## src/rtl/div_pkg.sv

```systemverilog
// div_pkg: shared state encoding and width helpers for the iterative divider
package div_pkg;
    typedef enum logic [1:0] {IDLE, CALC, FIX, DONE} state_t;
    function automatic int cnt_w(input int w);
        return $clog2(w + 1);
    endfunction
    function automatic logic [63:0] min_neg(input int w);
        return 64'd1 << (w - 1);
    endfunction
endpackage

```

## src/rtl/div_step.sv

```systemverilog
// div_step: one restoring-division iteration on a WIDTH+1 bit shifted partial remainder
module div_step #(
    parameter int WIDTH = 32
) (
    input  logic [WIDTH-1:0] pr,
    input  logic [WIDTH-1:0] dvs,
    input  logic             din,
    output logic [WIDTH-1:0] pr_next,
    output logic             q
);
    logic [WIDTH:0] sh, diff;
    assign sh      = {pr, din};
    assign diff    = sh - {1'b0, dvs};
    assign q       = ~diff[WIDTH];
    assign pr_next = q ? diff[WIDTH-1:0] : sh[WIDTH-1:0];
endmodule

```

## src/rtl/divide_seq.sv

```systemverilog
// divide_seq: iterative signed/unsigned divider with start/ok handshake and defined divide-by-zero result
module divide_seq
    import div_pkg::*;
#(
    parameter int WIDTH     = 32,
    parameter bit SIGNED_EN = 1
) (
    input  logic             clk,
    input  logic             reset,
    input  logic             start,
    input  logic             is_signed,
    input  logic [WIDTH-1:0] A,
    input  logic [WIDTH-1:0] B,
    output logic [WIDTH-1:0] D,
    output logic [WIDTH-1:0] R,
    output logic             ok,
    output logic             err,
    output logic             busy
);
    localparam int CW = cnt_w(WIDTH);
    state_t state, state_n;
    logic [CW-1:0] cnt;
    logic [WIDTH-1:0] rem, quo, dvs, rem_n, mag_a, mag_b;
    logic q_bit, neg_q, neg_r, sgn, neg_a, neg_b, go, bz;
    assign go    = start && (state == IDLE || state == DONE);
    assign bz    = B == '0;
    assign sgn   = SIGNED_EN && is_signed;
    assign neg_a = sgn && A[WIDTH-1];
    assign neg_b = sgn && B[WIDTH-1];
    assign mag_a = neg_a ? -A : A;
    assign mag_b = neg_b ? -B : B;
    assign ok    = state == DONE;
    assign busy  = state == CALC || state == FIX;
    div_step #(.WIDTH(WIDTH)) u_step (
        .pr     (rem),
        .dvs    (dvs),
        .din    (quo[WIDTH-1]),
        .pr_next(rem_n),
        .q      (q_bit)
    );
    always_comb begin
        state_n = state;
        if (go) state_n = bz ? DONE : CALC;
        else if (state == CALC && cnt == CW'(1)) state_n = FIX;
        else if (state == FIX) state_n = DONE;
    end
    always_ff @(posedge clk) begin
        if (!reset) begin
            state <= IDLE;
            D     <= '0;
            R     <= '0;
            err   <= 1'b0;
            cnt   <= '0;
            rem   <= '0;
            quo   <= '0;
            dvs   <= '0;
            neg_q <= 1'b0;
            neg_r <= 1'b0;
        end else begin
            state <= state_n;
            if (go) begin
                err   <= bz;
                dvs   <= mag_b;
                quo   <= mag_a;
                rem   <= '0;
                cnt   <= CW'(WIDTH);
                neg_q <= neg_a ^ neg_b;
                neg_r <= neg_a;
                if (bz) begin
                    D <= '1;
                    R <= A;
                end
            end else if (state == CALC) begin
                rem <= rem_n;
                quo <= {quo[WIDTH-2:0], q_bit};
                cnt <= cnt - 1'b1;
            end else if (state == FIX) begin
                D <= neg_q ? -quo : quo;
                R <= neg_r ? -rem : rem;
            end
        end
    end
endmodule

```

## config.mk

```make
export PLATFORM = sky130hd
export DESIGN_NAME = divide_seq
export DESIGN_NICKNAME = d
export VERILOG_FILES = /design/src/rtl/div_pkg.sv /design/src/rtl/div_step.sv /design/src/rtl/divide_seq.sv
export SDC_FILE = /design/constraint.sdc
export NUM_CORES = 1
export LEC_CHECK = 0
export ABC_AREA = 1
export BUFFER_PORTS_ARGS = -buffer_cell sky130_fd_sc_hd__buf_4
export CAP_MARGIN = 5
export CORE_ASPECT_RATIO = 1.5
export CORE_MARGIN = 2
export CORE_UTILIZATION = 48
export CTS_BUF_LIST = sky130_fd_sc_hd__clkbuf_16
export DETAILED_ROUTE_END_ITERATION = 10
export PLACE_DENSITY = 0.7
export SYNTH_ARGS = -nofsm -noshare
export SYNTH_HDL_FRONTEND = slang
export SYNTH_HIERARCHICAL = 1
export SYNTH_SLANG_ARGS = --single-unit
```

## constraint.sdc

```tcl
create_clock -name clk -period 2.1 [get_ports clk]
set_input_delay 0.315 -clock clk [delete_from_list [all_inputs] [get_ports clk]]
set_output_delay 0.315 -clock clk [all_outputs]
set_load 0.005 [all_outputs]
```

* Word level (Yosys, flattened, before mapping)
Cells that the tools add are included.
** Storage, ports and cells
- Register bits :: 171
- Bits of input ports :: 68
- Output and inout port bits :: 67
- Word-level logic and storage cells :: 60
** Operators by class
- Add/subtract/negate cells :: 6
- Equality and inequality tests :: 6
- Muxes and demuxes :: 21
- Bitwise logic cells :: 3
- Reduce and logical (&&, ||, !) cells :: 13
** Operators with widths (count)
- 2-to-1 mux 32 bit :: 15
- negator 32 bit :: 4
- subtractor 33 x 32 -> 33 bit :: 1
- zero test 32 bit :: 1
- 2-to-1 mux 6 bit :: 2
- 2-to-1 mux 2 bit :: 4
- == test 6 x 1 -> 1 bit, second input constant :: 1
- subtractor 6 x 1 -> 6 bit, second input constant :: 1
- == test 2 bit, second input constant :: 2
- logical AND 1 bit :: 4
- nonzero test 2 bit :: 2
- AND reduction 3 bit :: 1
- nonzero test 3 bit :: 1
- == test 2 x 1 -> 1 bit, second input constant :: 1
- zero test 2 bit :: 1
- logical OR 1 bit :: 2
- != test 2 x 1 -> 1 bit, second input constant :: 1
- != test 2 bit, second input constant :: 1
- inverter 1 bit :: 2
- OR reduction 2 bit :: 1
- bitwise XOR 1 bit :: 1

* Longest topological paths before layout
- Depth after elaboration :: 5
- Mapped depth :: 19
- Depth with buffers taken out :: 18

* Hierarchy
The synthesis kept the hierarchy.
** Modules (own cells, without submodules)
- divide_seq :: times used 1, cells each 1699, area an instance 10333.7 µm², sequential area each 3423.3 µm²
- div_step :: times used 1, cells each 683, area an instance 3163.0 µm², sequential area each 0.0 µm²

* Worst setup path before layout
No wires, ideal clock.
- Path kind :: register -> register
- From :: reg quo[31]
- To :: reg rem[20]
- Setup time :: 0.070 ns
- Arrival time :: 2.160 ns
- Data required time :: 2.030 ns
- Slack :: -0.131 ns
- Cell stages (with the launch flop) :: 20
- Buffers on the path :: 1
- Clock period less this slack :: 2.231 ns
- Cells stage by stage :: dfxtp_1 inv_1 ha_1 fa_1 inv_1 nand2_1 nand2_1 nand3_1 nand2_2 nand2_1 nand2_2 nand2_2 nand2_2 nand2_2 nand2_4 buf_4 nand2_1 nand2_1 nand2_1 a21oi_1
** On the way
- Longest elaborated chain between the ends :: 2
** Ends and longest elaborated chain
- from (decl) :: RTL line divide_seq.sv:23 : logic [WIDTH-1:0] rem, quo, dvs, rem_n, mag_a, mag_b;
- from (signal assigned) :: RTL line divide_seq.sv:64 : quo <= mag_a;
- from (signal assigned) :: RTL line divide_seq.sv:75 : quo <= {quo[WIDTH-2:0], q_bit};
- subtractor 33 x 32 -> 33 bit :: RTL line div_step.sv:13 : assign diff = sh - {1'b0, dvs};
- 2-to-1 mux 32 bit :: RTL line div_step.sv:15 : assign pr_next = q ? diff[WIDTH-1:0] : sh[WIDTH-1:0];
- net rem_n[20] :: RTL line divide_seq.sv:23
- to (signal assigned) :: RTL line divide_seq.sv:74 : rem <= rem_n;
- to (decl) :: RTL line divide_seq.sv:23
The timed path passes the listed nets, and every way through them passes these cells.
A chain may end at the register's enable or synchronous reset.

* Worst setup path in the final report
- From :: reg quo[31]
- To :: reg rem[10]
Same word-level chain as after synthesis.

==> impl_metrics.ini <==
[worst_hold_path]
holdPathStages = 4
hold_path_startpoint = A[15]
hp-class = in -> reg

[cells_and_area]
final_common_cell = nand2_1
fin_nets = 2780
fin_cells = 3028
most-common-layout-cells = 740 x nand2_1, 352 x inv_1, 320 x buf_4, 261 x nor2_1, 196 x nand3_1
design_area_um2 = 17500
post-route-util = 0.630
syn_to_final_growth_pct = 29.6
fillCellCount = 2667
n_antenna_cell = 0
drive_gt1_frac = 0.182

[grt]
antenna_found_initial = 0
grt_remaining_overflow = 0
grt_max_degree = 79
grt_use_total = 0.326
grt_pass1_wl_um = 76200
grt_pass1_vias = 15500

[synth]
synthCells = 2382
synth_nets = 2492
synthFlopType = dfxtp_1
synth_cell_types = 49
yosysTopAreaCellShare = 0.254
synth.area.top_cells = dfxtp_1 25%, nand2_1 21%, inv_1 9.8%, nand3_1 7.5%, nor2_1 7.4%
synth_top_area_cell = dfxtp_1
synth_area_per_cell_um2 = 5.67
syn_area_um2 = 13500
ys_seq_elements = 171
synth-seq-area-share = 0.254
synthArstFlopShare = 0
yosysWarnings = 6
synth_edf_count = 0

[critical_path]
crit_required_ps = 2470
critPathLaunch = quo[31]
cp-start-kind = flip-flop
critical_path_arrival_ps = 2760
path_class = reg -> reg
r2r_start = quo[31]
reg2reg_depth = 19
crit_path_max_fanout = 8
crit_path_end_kind = flip-flop

[drt]
drt-total-wl_um = 49100
drc = 0
vias = 16300
viasPerCell = 5.39
ant_nets = 0
drt_iter0_markers = 1112
wl_per_cell_um = 16.2
firstDrtPassIters = 7

[power]
vdd_ir_drop_max_mv = 0.797
swShare = 0.493
power.switching_mw = 13.3
leakagePower_nw = 9.09
power.density_nw_per_um2 = 1540
pwr-share-clk = 0.125
p_seq_frac = 0.188
internal-power_mw = 13.6
total_power_mw = 26.9
pwr-share-comb = 0.687

[cts]
numCtsBuffers = 17
ctsHoldBuffers = 0
insertion_delay_ps = 460
cts.clk_slew.worst_paths_ps = 70
clockBufferDepth = 2
cts_max_level = 4
clock-sinks = 171
clockRootBuffer = clkbuf_16
cts_tree = built

[placement]
pre_cts_slack_ps = -308
dpl.hpwl_um = 37600
dpl_cell_area_um2 = 16200
gp_congestion = 1.00
io_buffers = 134
dp.cells = 2982

[timing]
hold_slack_ps = 168
rsz0062_at_grt = true
skew_ps = 10.7
slew_headroom = 0.649
setup_viol = 33
final.period_utilization = 1.13
timing.final.ws_setup_ps = -283
max_freq_mhz = 420
tns_ps = -7510
maxSlewViolCount = 0
layout_min_cycle_time_ps = 2380
worstMarginPinSlew_ps = 526
hold_viol = 0

[status]
status = finished with violations
violations = negative setup slack

[floorplanning]
rows = 75
die_w_um = 141
fp.dieH_um = 209
boundaryPins = 135
core-area_um2 = 27800
initial_utilization = 0.486
die-area_um2 = 29500

[flow_run]
maxCapViolCount = 0
## timing repair
item / CTS / global route
endpoints found under the setup margin: 57 / 79
buffers inserted: 4 / 3
gates cloned: 6 / 2
pin swaps: 18 / 16
resized for setup: 49 / 52
## power by group through the flow
stage / Clock [mW] / Combinational (mW) / Sequential [mW]
2_1_floorplan: 0 / 10.0 / 4.99
3_3_place_gp: 0 / 15.8 / 5.06
3_5_place_dp: 0 / 16.0 / 5.10
4_1_cts: 3.41 / 17.6 / 5.05
5_1_grt: 3.55 / 20.1 / 5.18
6_report: 3.37 / 18.5 / 5.06
## critical path: stages, from the launching register on
cell and delay [ps]:
dfxtp_2 330, inv_2 40, ha_4 150, fa_2 370, inv_2 80, nand2_2 50
nand2_2 70, nand3_2 70, nand2_2 80, nand2_2 70, nand2_4 90, nand2_4 70
nand2_4 90, buf_6 120, nand2_8 120, nand2_8 140, nand2_1 60, nand2_1 60
nand2_1 60, a21oi_1 170
## layer usage
metal,share of wire,wire length (um),GRT usage
met5,0,0,0
met4,0.073,3580,0.226
met1,0.35,17400,0.327
met2,0.52,25800,0.619
met3,0.048,2370,0.0386
## flip-flops by register name, summed over array words and instances (netlist names)
name   count
rem       32
err        1
R         32
cnt        6
dvs       32
neg_r      1
quo       32
neg_q      1
D         32
state      2
## synth_stat cells, types with 6 or more instances
cell      instances
nor2_2           12
nor2_1          266
nand3b_1          8
nand4_1          33
nor3_1           25
dfxtp_1         171
ha_1             41
or2_2             6
nand2_1         768
nand2_2          11
buf_1            11
o211ai_1          8
buf_2            17
inv_1           351
buf_6             8
clkbuf_1         38
o21bai_1         15
xor2_1           24
a21oi_1         130
nand3_1         203
o21ai_0         156
inv_2             7
## final cells by class
cell class | instances | area [um^2] | area share
Clock inverter | 14 | 181 | 0.0104
Multi-Input combinational cell | 1778 | 8810 | 0.504
Tap cell | 346 | 433 | 0.0248
Inverter | 360 | 1360 | 0.0777
Clock buffer | 17 | 425 | 0.0243
Timing Repair Buffer | 342 | 2860 | 0.163
Sequential cell | 171 | 3420 | 0.196
## cell families (layout without fill, tap and decap cells)
family	count (synthesis)	count (layout)	synth area share
compound gates	349	349	0.141
xor+xnor	27	27	0.0175
fa+ha+maj	42	42	0.0395
buf+inv	437	733	0.128
flops	171	171	0.254
mux	1	1	0.000742
simple gates	1355	1359	0.419
## path summary, 6_finish.rpt
check	slack (ps)	to
max	-280	rem[10]
min	170	quo[15]
max reg2reg	-280	rem[10]
min reg2reg	450	dvs[7]
(Power assumes the default switching activity.)
